===== src/rtl/uart_avalon_bridge_if.sv =====
// uart_avalon_bridge_if: UART framer rx/tx handshake plus Avalon-MM master bus, bundled for the bridge.
interface uart_avalon_bridge_if;
  logic [31:0] rx_data;
  logic [1:0]  rx_ctrl;
  logic        rx_done;
  logic [31:0] tx_data;
  logic        tx_flag;
  logic        tx_done;
  logic [31:0] avm_address;
  logic        avm_read;
  logic        avm_write;
  logic [31:0] avm_writedata;
  logic [3:0]  avm_byteenable;
  logic [31:0] avm_readdata;
  logic        avm_waitrequest;
  modport master (
    input  rx_data, rx_ctrl, rx_done, tx_done, avm_readdata, avm_waitrequest,
    output tx_data, tx_flag, avm_address, avm_read, avm_write, avm_writedata, avm_byteenable
  );
  modport slave (
    output rx_data, rx_ctrl, rx_done, tx_done, avm_readdata, avm_waitrequest,
    input  tx_data, tx_flag, avm_address, avm_read, avm_write, avm_writedata, avm_byteenable
  );
endinterface


===== src/rtl/uart_avalon_bridge.sv =====
// uart_avalon_bridge: decodes UART command words into Avalon-MM single-word reads/writes and returns responses over TX.
module uart_avalon_bridge #(
  parameter bit          AUTO_INC       = 1'b1,
  parameter bit          WRITE_ACK      = 1'b0,
  parameter int unsigned TIMEOUT_CYCLES = 1024,
  parameter logic [31:0] ERR_WORD       = 32'hDEADBEEF
) (
  input  logic                        CLK,
  input  logic                        RST_N,
  uart_avalon_bridge_if.master        bus,
  output logic                        busy,
  output logic [7:0]                  err_count
);
  typedef enum logic [2:0] {IDLE, BUS_WR, BUS_RD, TX_REQ, TX_WAIT} state_e;
  state_e      state_q, state_d;
  logic [31:0] addr_q, addr_d, wdata_q, wdata_d, tx_data_q, tx_data_d, cnt_q, cnt_d;
  logic        read_q, read_d, write_q, write_d, tx_flag_q, tx_flag_d;
  logic [7:0]  err_q, err_d;
  logic [8:0]  err_sum;
  logic        in_bus, tmo, acc, fin, cmd, overrun, illegal;
  assign in_bus  = state_q == BUS_WR || state_q == BUS_RD;
  assign tmo     = TIMEOUT_CYCLES != 0 && in_bus && bus.avm_waitrequest && cnt_q == 32'(TIMEOUT_CYCLES - 1);
  assign acc     = in_bus && !bus.avm_waitrequest;
  assign fin     = acc || tmo;
  assign cmd     = state_q == IDLE && bus.rx_done;
  assign overrun = state_q != IDLE && bus.rx_done;
  assign illegal = cmd && bus.rx_ctrl == 2'b11;
  always_ff @(posedge CLK or negedge RST_N) begin
    if (!RST_N) begin
      state_q   <= IDLE;
      addr_q    <= '0;
      wdata_q   <= '0;
      tx_data_q <= '0;
      cnt_q     <= '0;
      read_q    <= 1'b0;
      write_q   <= 1'b0;
      tx_flag_q <= 1'b0;
      err_q     <= '0;
    end else begin
      state_q   <= state_d;
      addr_q    <= addr_d;
      wdata_q   <= wdata_d;
      tx_data_q <= tx_data_d;
      cnt_q     <= cnt_d;
      read_q    <= read_d;
      write_q   <= write_d;
      tx_flag_q <= tx_flag_d;
      err_q     <= err_d;
    end
  end
  always_comb begin
    state_d = state_q;
    unique case (state_q)
      IDLE:    state_d = !cmd ? IDLE : bus.rx_ctrl == 2'b01 ? BUS_WR : bus.rx_ctrl == 2'b10 ? BUS_RD : IDLE;
      BUS_WR:  if (fin) state_d = WRITE_ACK ? TX_REQ : IDLE;
      BUS_RD:  if (fin) state_d = TX_REQ;
      TX_REQ:  state_d = TX_WAIT;
      TX_WAIT: if (bus.tx_done) state_d = IDLE;
      default: state_d = IDLE;
    endcase
  end
  // Strobes and tx_flag are pure functions of the next state, so they drop on the accepting edge.
  always_comb begin
    read_d    = state_d == BUS_RD;
    write_d   = state_d == BUS_WR;
    tx_flag_d = state_d == TX_WAIT;
    cnt_d     = in_bus && bus.avm_waitrequest ? cnt_q + 32'd1 : 32'd0;
    addr_d    = cmd && bus.rx_ctrl == 2'b00 ? bus.rx_data : acc && AUTO_INC ? addr_q + 32'd4 : addr_q;
    wdata_d   = cmd && bus.rx_ctrl == 2'b01 ? bus.rx_data : wdata_q;
    tx_data_d = fin && (state_q == BUS_RD || WRITE_ACK) ?
                (tmo ? ERR_WORD : state_q == BUS_RD ? bus.avm_readdata : wdata_q) : tx_data_q;
    err_sum   = {1'b0, err_q} + 9'(tmo) + 9'(overrun) + 9'(illegal);
    err_d     = err_sum[8] ? 8'hFF : err_sum[7:0];
  end
  assign bus.tx_data        = tx_data_q;
  assign bus.tx_flag        = tx_flag_q;
  assign bus.avm_address    = addr_q;
  assign bus.avm_read       = read_q;
  assign bus.avm_write      = write_q;
  assign bus.avm_writedata  = wdata_q;
  assign bus.avm_byteenable = 4'b1111;
  assign busy               = state_q != IDLE;
  assign err_count          = err_q;
endmodule


===== src/flat_wrapper.sv =====
// flat-port wrapper written by rule: the top's interface ports become plain ports
module uart_avalon_bridge_flat 
#(
  parameter bit          AUTO_INC       = 1'b1,
  parameter bit          WRITE_ACK      = 1'b0,
  parameter int unsigned TIMEOUT_CYCLES = 1024,
  parameter logic [31:0] ERR_WORD       = 32'hDEADBEEF
)
  (CLK, RST_N, busy, err_count, bus_rx_data, bus_rx_ctrl, bus_rx_done, bus_tx_done, bus_avm_readdata, bus_avm_waitrequest, bus_tx_data, bus_tx_flag, bus_avm_address, bus_avm_read, bus_avm_write, bus_avm_writedata, bus_avm_byteenable);
  uart_avalon_bridge_if bus_i ();
  input  logic CLK;
  input  logic RST_N;
  output logic busy;
  output logic [7:0] err_count;
  input wire logic [$bits(bus_i.rx_data)-1:0] bus_rx_data;
  input wire logic [$bits(bus_i.rx_ctrl)-1:0] bus_rx_ctrl;
  input wire logic [$bits(bus_i.rx_done)-1:0] bus_rx_done;
  input wire logic [$bits(bus_i.tx_done)-1:0] bus_tx_done;
  input wire logic [$bits(bus_i.avm_readdata)-1:0] bus_avm_readdata;
  input wire logic [$bits(bus_i.avm_waitrequest)-1:0] bus_avm_waitrequest;
  output wire logic [$bits(bus_i.tx_data)-1:0] bus_tx_data;
  output wire logic [$bits(bus_i.tx_flag)-1:0] bus_tx_flag;
  output wire logic [$bits(bus_i.avm_address)-1:0] bus_avm_address;
  output wire logic [$bits(bus_i.avm_read)-1:0] bus_avm_read;
  output wire logic [$bits(bus_i.avm_write)-1:0] bus_avm_write;
  output wire logic [$bits(bus_i.avm_writedata)-1:0] bus_avm_writedata;
  output wire logic [$bits(bus_i.avm_byteenable)-1:0] bus_avm_byteenable;
  assign bus_i.rx_data = bus_rx_data;
  assign bus_i.rx_ctrl = bus_rx_ctrl;
  assign bus_i.rx_done = bus_rx_done;
  assign bus_i.tx_done = bus_tx_done;
  assign bus_i.avm_readdata = bus_avm_readdata;
  assign bus_i.avm_waitrequest = bus_avm_waitrequest;
  assign bus_tx_data = bus_i.tx_data;
  assign bus_tx_flag = bus_i.tx_flag;
  assign bus_avm_address = bus_i.avm_address;
  assign bus_avm_read = bus_i.avm_read;
  assign bus_avm_write = bus_i.avm_write;
  assign bus_avm_writedata = bus_i.avm_writedata;
  assign bus_avm_byteenable = bus_i.avm_byteenable;
  uart_avalon_bridge #(.AUTO_INC(AUTO_INC), .WRITE_ACK(WRITE_ACK), .TIMEOUT_CYCLES(TIMEOUT_CYCLES), .ERR_WORD(ERR_WORD)) u_core (.CLK(CLK), .RST_N(RST_N), .bus(bus_i), .busy(busy), .err_count(err_count));
endmodule

===== config.mk =====
export PLATFORM = sky130hd
export DESIGN_NAME = uart_avalon_bridge_flat
export DESIGN_NICKNAME = d
export VERILOG_FILES = /design/src/rtl/uart_avalon_bridge_if.sv /design/src/rtl/uart_avalon_bridge.sv /design/src/flat_wrapper.sv
export SDC_FILE = /design/constraint.sdc
export NUM_CORES = 1
export LEC_CHECK = 0
export BUFFER_PORTS_ARGS = -buffer_cell sky130_fd_sc_hd__clkbuf_2
export CORE_MARGIN = 8
export CORE_UTILIZATION = 50
export CTS_CLUSTER_DIAMETER = 50
export DETAILED_ROUTE_END_ITERATION = 10
export MAX_ROUTING_LAYER = met4
export PLACE_DENSITY = 0.75
export SLEW_MARGIN = 20
export SYNTH_ARGS = -nofsm -noshare
export SYNTH_HDL_FRONTEND = slang
export SYNTH_SLANG_ARGS = --single-unit

===== constraint.sdc =====
create_clock -name CLK -period 5.7 [get_ports CLK]
set_clock_uncertainty 0.05 [all_clocks]
set_input_delay 0.855 -clock CLK [delete_from_list [all_inputs] [get_ports CLK]]
set_output_delay 0.855 -clock CLK [all_outputs]
set_load 0.05 [all_outputs]

==> results of run 1 <==
flip-flops by register name, indices dropped and copies added (netlist names):
name and cells:
u_core.err_count 8, u_core.bus.tx_data 32, u_core.bus.avm_address 32, u_core.bus.avm_read 1, u_core.bus.avm_writedata 32, u_core.cnt_q 32, u_core.bus.avm_write 1, u_core.state_q 3
u_core.bus.tx_flag 1
cells in the mapped netlist (6+ instances only):
master	instances
sky130_fd_sc_hd__dfrtp_1	142
sky130_fd_sc_hd__nand2_1	60
sky130_fd_sc_hd__nor2_1	51
sky130_fd_sc_hd__mux2_2	32
sky130_fd_sc_hd__nand3_1	30
sky130_fd_sc_hd__xor2_1	29
sky130_fd_sc_hd__nand4_1	27
sky130_fd_sc_hd__o22a_1	24
sky130_fd_sc_hd__o21ai_0	18
sky130_fd_sc_hd__and4_1	13
sky130_fd_sc_hd__clkbuf_1	13
sky130_fd_sc_hd__a21oi_1	12
sky130_fd_sc_hd__nor4_1	11
sky130_fd_sc_hd__and3_1	10
sky130_fd_sc_hd__inv_1	10
sky130_fd_sc_hd__xnor2_1	9
sky130_fd_sc_hd__a22o_1	8
sky130_fd_sc_hd__and2_1	8
sky130_fd_sc_hd__buf_4	8
sky130_fd_sc_hd__a31oi_1	6
sky130_fd_sc_hd__nor3_1	6
metal layers:
metal  track usage  wire, um
met1         0.257      7220
met2         0.334      8470
met3        0.0450      1250
met4        0.0756       278
met5             -         0
power by group through the flow:
stage               clock network [W]  logic, W  registers [W]
floorplan                           0  0.000771        0.00292
global placement                    0   0.00258        0.00170
detailed placement                  0   0.00263        0.00172
CTS                           0.00137   0.00264        0.00171
global route                  0.00141   0.00276        0.00177
finish                        0.00135   0.00261        0.00171
critical path: cells and delay by family, from the launching register on:
| family | cells | cell delay [ns] |
|---|---|---|
| adder cells (fa/ha/maj) | 3 | 1.10 |
| buffers and inverters | 1 | 0.04 |
| flip-flops | 1 | 0.48 |
| AND/OR/NAND/NOR | 7 | 1.45 |
path summary, 6_finish.rpt:
check                                               start                          end  cells after the start
worst max-delay path                    u_core.state_q[1]          u_core.err_count[4]                     11
worst min register to register  u_core.bus.avm_address[1]    u_core.bus.avm_address[1]                      2
worst min-delay path            u_core.bus.avm_address[1]    u_core.bus.avm_address[1]                      2
worst max register to register          u_core.state_q[1]          u_core.err_count[4]                     11
min in group asynchronous                           RST_N   u_core.bus.avm_address[20]                      1
max in group asynchronous                           RST_N  u_core.bus.avm_writedata[7]                      2
final cells by class:
type / count / area, sq um
Clock inverter: 11 / 258
Multi-Input combinational cell: 421 / 2850
Fill cell: 1056 / 4770
Clock buffer: 21 / 470
Sequential cell: 142 / 3550
Inverter: 10 / 37.5
Timing Repair Buffer: 182 / 927
Tap cell: 176 / 220
stage by stage:
step	power, W	area [sq um]	hold WS [ns]	setup WS (ns)
3_5_place_dp	0.00434	7580	0.418	2.42
5_1_grt	0.00594	8320	0.458	2.30
4_1_cts	0.00571	8310	0.431	2.46
2_1_floorplan	0.00369	6630	0.405	2.62
3_3_place_gp	0.00428	7580	0.419	2.49
6_report	0.00568	8320	0.428	2.46
logic make-up (layout without fill, tap and decap cells):
group	Yosys count	count (layout)	synth area share
flip-flops	142	142	0.537
AO/OA/AOI/OAI	101	101	0.115
multiplexers	32	32	0.0545
buffers and inverters	42	224	0.0365
AND/OR/NAND/NOR	239	239	0.190
XOR/XNOR	39	39	0.0528
adder cells (fa/ha/maj)	6	6	0.0136
other	1	4	0.000567
==> impl_metrics.toml, run 1 <==
[status]
run_status = "completed"

[power]
pwr-share-comb = 0.460
vdd_drop_max_mv = 0.401
power_density_nw_per_um2 = 682
seq_power_share = 0.302
power_switching_w = 0.00271
p_int_w = 0.00297
netSwitchingFraction = 0.477
part_of_the_power_in_the_clock_network = 0.238
p_leak_nw = 3.90

[cts]
post_cts_hold_buffer_count = 0
cts_setup_buffers = 0
insertion_delay_ns = 0.42
postCtsResizedCells = 0
clock_buffer_count_from_cts = 17
clock_tree.root_cell = "sky130_fd_sc_hd__clkbuf_16"
clock_tree.htree_level_count = 4
clk_sink_count = 142
clk_transition_reported_paths_ns = 0.06
cts_tree = "done"
ctsLongestPathBuffers = 2

[sta]
fin_crit_sh = 0.568
worst_slew_pin_slew_ns = 1.03
maxSlewViolCount = 0
minimum_clock_period_after_layout_ns = 3.24
unrepaired_setup_endpoints_after_global_routing = "no"
final_hold_viol_count = 0
timing.fmax_mhz = 309
setup_total_negative_slack_ns = 0
timing.slew.headroom = 0.310
setup_viol = 0

[routing]
post-route-drc-count = 0
drtIter0Drc = 428
antenna_left = 0
drt-vias-per-instance = 5.68
post_drt_wl_per_cell_um = 17.9
iteration_count_of_the_initial_detailed_routing_pass = 5
routed_wl_um = 17200
via_count = 5467

[placement]
gp_routability_congestion = 0.840
dp_hpwl_um = 12300
buffer_ports.inserted = 178
dpl.cell_count = 931

[synth]
synth.cell_area_sq_um = 6620
synthDistinctLibCells = 61
synth_warnings = 0
synth-seq-cells = 142
postSynthAreaPerCell_sq_um = 11.0
ys_dominant_reg_cell = "sky130_fd_sc_hd__dfrtp_1"
synthesis.instances = 602
synth_enable_flop_cells = 0
synth_area_leader_cell = "sky130_fd_sc_hd__dfrtp_1"
synthArstFlopShare = 1.00
yosysTopAreaCellShare = 0.537
cell_types_with_the_largest_area_share_after_synthesis = "sky130_fd_sc_hd__dfrtp_1, sky130_fd_sc_hd__mux2_2, sky130_fd_sc_hd__xor2_1, sky130_fd_sc_hd__nand2_1, sky130_fd_sc_hd__o22a_1"
synth-seq-area-share = 0.537

[setup_path]
crit_arrival_ns = 3.48
reg2reg_slack_ns = 2.46
critical-path-max-stage-delay_ns = 0.52
timing.critical_path.fanout_max = 8
crit_path_end_kind = "register"
startpoint_type = "register"
critPathKind = "reg2reg"
timing.critical_path.required_ns = 5.94
cell_type_of_the_slowest_stage_on_the_worst_timing_path = "sky130_fd_sc_hd__or3_1"
critical_path.cell_chain = "or3_1 -> nor2_1 -> nand2_1 -> fa_1 -> inv_1 -> ha_1 -> fa_1 -> and3_1 -> and3_1 -> nand3_1 -> nand2_1"

[grt]
antenna_violations_before_repair = 0
global_route.usage.total = 0.209
vias_in_the_first_global_route = 5464
grt_remaining_overflow = 0
grt_max_degree = 96
grt_pass1_wl_um = 27500

[final_layout]
layout.nets = 851
flow.area_growth_from_synthesis_pct = 25.7
ratio_of_cells_with_drive_above_1_in_the_final_layout = 0.330
insertedDiodeCount = 0
final_core_util = 0.636
layout.cells.most_common = "sky130_fd_sc_hd__clkbuf_2"
final-instance-count-excl-fill = 963
layout_common_cells = "sky130_fd_sc_hd__clkbuf_2, sky130_fd_sc_hd__dfrtp_1, sky130_fd_sc_hd__nand2_1"

[die]
row_count = 42
die_area_sq_um = 17200
fp.dieW_um = 131
die_height_um = 131
number_of_top_level_pins = 183
core_sq_um = 13100
initial_core_util = 0.506

[hold_path]
min-delay-path-class = "reg2reg"

[flow_run]
drv_cap = 0
Note: power is estimated with default switching activity, not from simulation.
==> inputs of run 2 (changes only) <==
--- a/config.mk
+++ b/config.mk
@@ -5,9 +5,10 @@
 export SDC_FILE = /design/constraint.sdc
 export NUM_CORES = 1
 export LEC_CHECK = 0
+export ABC_AREA = 1
 export BUFFER_PORTS_ARGS = -buffer_cell sky130_fd_sc_hd__clkbuf_2
 export CORE_MARGIN = 8
-export CORE_UTILIZATION = 50
+export CORE_UTILIZATION = 49
 export CTS_CLUSTER_DIAMETER = 50
 export DETAILED_ROUTE_END_ITERATION = 10
 export MAX_ROUTING_LAYER = met4
==> constraint.sdc (replaced) <==
create_clock -name CLK -period 2.9 [get_ports CLK]
set_clock_uncertainty 0.05 [all_clocks]
set_input_delay 0.435 -clock CLK [delete_from_list [all_inputs] [get_ports CLK]]
set_output_delay 0.435 -clock CLK [all_outputs]
set_load 0.05 [all_outputs]
==> run 2 against run 1 <==
Compared with the run above:
- combinational power is 110% higher
- via count is 37% higher
- utilization is 2.2 points lower
==> impl_metrics.toml, run 2 <==
[status]
run_status = "completed"

[setup_path]
critical-path-top-delay-family = "simple AND/OR/NAND/NOR gates"
reg2reg_slack_ns = 0.20
timing.rr.start = "u_core.state_q[1]"
timing.critical_path.fanout_max = 7
worst_r2r_path_depth = 12
crit_arrival_ns = 2.99
worstReg2RegEnd = "u_core.err_count[6]"
timing.critical_path.required_ns = 3.19
critical-path-max-stage-delay_ns = 0.46
critical_path.cell_chain = "nor2_2 -> nand3_1 -> inv_1 -> nand3_1 -> fa_1 -> inv_1 -> ha_1 -> fa_1 -> nand2_1 -> nor4_2 -> nand2_2 -> o21ai_0"
startpoint_type = "register"
critPathKind = "reg2reg"
critical_path_buf_inv_count = 2
cell_type_of_the_slowest_stage_on_the_worst_timing_path = "sky130_fd_sc_hd__fa_1"
crit_path_end_kind = "register"

[final_layout]
layout.cells.most_common = "sky130_fd_sc_hd__nand2_1"
final-instance-count-excl-fill = 1424
flow.area_growth_from_synthesis_pct = 22.0
layout.nets = 1277
insertedDiodeCount = 0
layout_common_cells = "sky130_fd_sc_hd__nand2_1, sky130_fd_sc_hd__clkbuf_2, sky130_fd_sc_hd__dfrtp_1"
ratio_of_cells_with_drive_above_1_in_the_final_layout = 0.211
fillCellCount = 1425

[grt]
grt_max_degree = 80
m3_gr_usage = 0.0500
antenna_violations_before_repair = 0
gr-max-usage-layer = "met2"
grt_pass1_wl_um = 37900
vias_in_the_first_global_route = 7315
global_route.usage.total = 0.247
grtUsageMet2 = 0.391
grt_remaining_overflow = 0
grt_util_met1 = 0.310

[hold_path]
worstHoldEndpoint = "u_core.bus.avm_writedata[1]"
worst_hold_startpoint = "bus_rx_data[1]"
min-delay-path-class = "in2reg"
worst_hold_path.num_cells = 3

[synth]
cell_types_with_the_largest_area_share_after_synthesis = "sky130_fd_sc_hd__dfrtp_1, sky130_fd_sc_hd__nand2_1, sky130_fd_sc_hd__nand3_1, sky130_fd_sc_hd__nor2_1, sky130_fd_sc_hd__inv_1"
synth_enable_flop_cells = 0
synth-seq-area-share = 0.463
synthesis.instances = 1025
synth.most_common_cell = "sky130_fd_sc_hd__nand2_1"
synth-seq-cells = 142
yosysTopAreaCellShare = 0.463
synth_area_leader_cell = "sky130_fd_sc_hd__dfrtp_1"
ys_dominant_reg_cell = "sky130_fd_sc_hd__dfrtp_1"
postSynthAreaPerCell_sq_um = 7.48
yosys-top-cells-count = "sky130_fd_sc_hd__nand2_1, sky130_fd_sc_hd__dfrtp_1, sky130_fd_sc_hd__nor2_1, sky130_fd_sc_hd__inv_1, sky130_fd_sc_hd__nand3_1"
synth.cell_area_sq_um = 7670
synthDistinctLibCells = 41
synth_warnings = 0
synthArstFlopShare = 1.00

[die]
die_area_sq_um = 19900
core_sq_um = 15300
row_count = 45
initial_core_util = 0.503
number_of_top_level_pins = 183
die_height_um = 141
fp.dieW_um = 141

[placement]
gp_routability_congestion = 0.985
place_worst_setup_slack_ns = 0.0674
buffer_ports.inserted = 178
dpl.cell_count = 1390
dp_hpwl_um = 17300

[cts]
clock_tree.root_cell = "sky130_fd_sc_hd__clkbuf_16"
clk_transition_reported_paths_ns = 0.06
cts_tree = "done"
clock_buffer_count_from_cts = 17
clk_sink_count = 142
clock_tree.htree_level_count = 4
insertion_delay_ns = 0.42
ctsLongestPathBuffers = 2

[sta]
minimum_clock_period_after_layout_ns = 2.70
timing.fmax_mhz = 370
timing.slew.headroom = 0.491
worst_slew_pin_slew_ns = 0.762
maxSlewViolCount = 0
fin_crit_sh = 0.932
worst_slack_ns = 0.198
final_hold_viol_count = 0
worst_hold_slack_ns = 0.182
setup_viol = 0

[routing]
antenna_left = 0
drtIter0Drc = 648
post_drt_wl_per_cell_um = 16.7
drt-vias-per-instance = 5.25
routed_wl_um = 23700
via_count = 7474
iteration_count_of_the_initial_detailed_routing_pass = 5
post-route-drc-count = 0

[power]
p_leak_nw = 4.93
vdd_drop_max_mv = 0.809
power_density_nw_per_um2 = 1170

[flow_run]
drv_cap = 0
## run 2: what timing repair did
| item | in CTS | in global routing |
|---|---|---|
| gates resized for setup | 0 | 5 |
| hold endpoints to repair | 26 | 0 |
| setup buffers | 0 | 1 |
| endpoints found under the setup margin | 0 | 8 |
| hold buffers | 1 | 0 |
## run 2: worst max-delay path by stage
stage,startpoint,endpoint,depth (start not counted)
2_1_floorplan,u_core.state_q[0],u_core.err_count[2],11
3_3_place_gp,u_core.state_q[0],u_core.err_count[2],12
3_5_place_dp,u_core.cnt_q[0],u_core.err_count[2],11
4_1_cts,u_core.cnt_q[0],u_core.err_count[2],11
5_1_grt,u_core.cnt_q[0],u_core.err_count[2],11
6_report,u_core.state_q[1],u_core.err_count[6],12
## run 2: final cells by class
class	instances	area, sq um	area share
Clock buffer	23	488	0.0521
Clock inverter	9	108	0.0115
Inverter	102	383	0.0409
Multi-Input combinational cell	748	3570	0.381
Sequential cell	142	3550	0.380
Tap cell	211	264	0.0282
Timing Repair Buffer	189	995	0.106
## run 2: worst register-to-register path, stage by stage (launching register included)
cell                      delay (ns)
sky130_fd_sc_hd__dfrtp_1        0.41
sky130_fd_sc_hd__nor2_2         0.14
sky130_fd_sc_hd__nand3_1        0.11
sky130_fd_sc_hd__inv_1          0.10
sky130_fd_sc_hd__nand3_1        0.10
sky130_fd_sc_hd__fa_1           0.46
sky130_fd_sc_hd__inv_1          0.07
sky130_fd_sc_hd__ha_1           0.18
sky130_fd_sc_hd__fa_1           0.20
sky130_fd_sc_hd__nand2_1        0.12
sky130_fd_sc_hd__nor4_2         0.38
sky130_fd_sc_hd__nand2_2        0.19
sky130_fd_sc_hd__o21ai_0        0.12
## run 2: per-stage QoR
stage | total power [W] | area [sq um] | util | setup TNS, ns
floorplan | 0.00731 | 7680 | - | 0
global placement | 0.00869 | 8720 | 0.571 | 0
global route | 0.0116 | 9360 | 0.613 | -0.0455
detailed placement | 0.00876 | 8720 | 0.571 | 0
CTS | 0.0110 | 9320 | 0.611 | 0
finish | 0.0110 | 9360 | 0.613 | 0
## run 2: per-layer routing
layer,routed length [um],part of all wire,up-vias
met2,11500,0.48,308
met4,508,0.021,0
met3,1420,0.060,41
li1,-,-,3613
met5,0,0,-
met1,10300,0.43,3512
## run 2: logic make-up (layout without fill, tap and decap cells)
logic type	Yosys count	after routing	synth area share
AND/OR/NAND/NOR	619	619	0.344
flip-flops	142	142	0.463
buffers and inverters	138	323	0.0767
AO/OA/AOI/OAI	87	87	0.0674
XOR/XNOR	32	32	0.0365
adder cells (fa/ha/maj)	6	6	0.0117
other	1	4	0.000489
## run 2: power by group
part	internal, W	switching (W)
Combinational	0.00122	0.00421
Sequential	0.00268	0.000664
Clock	0.00136	0.000847
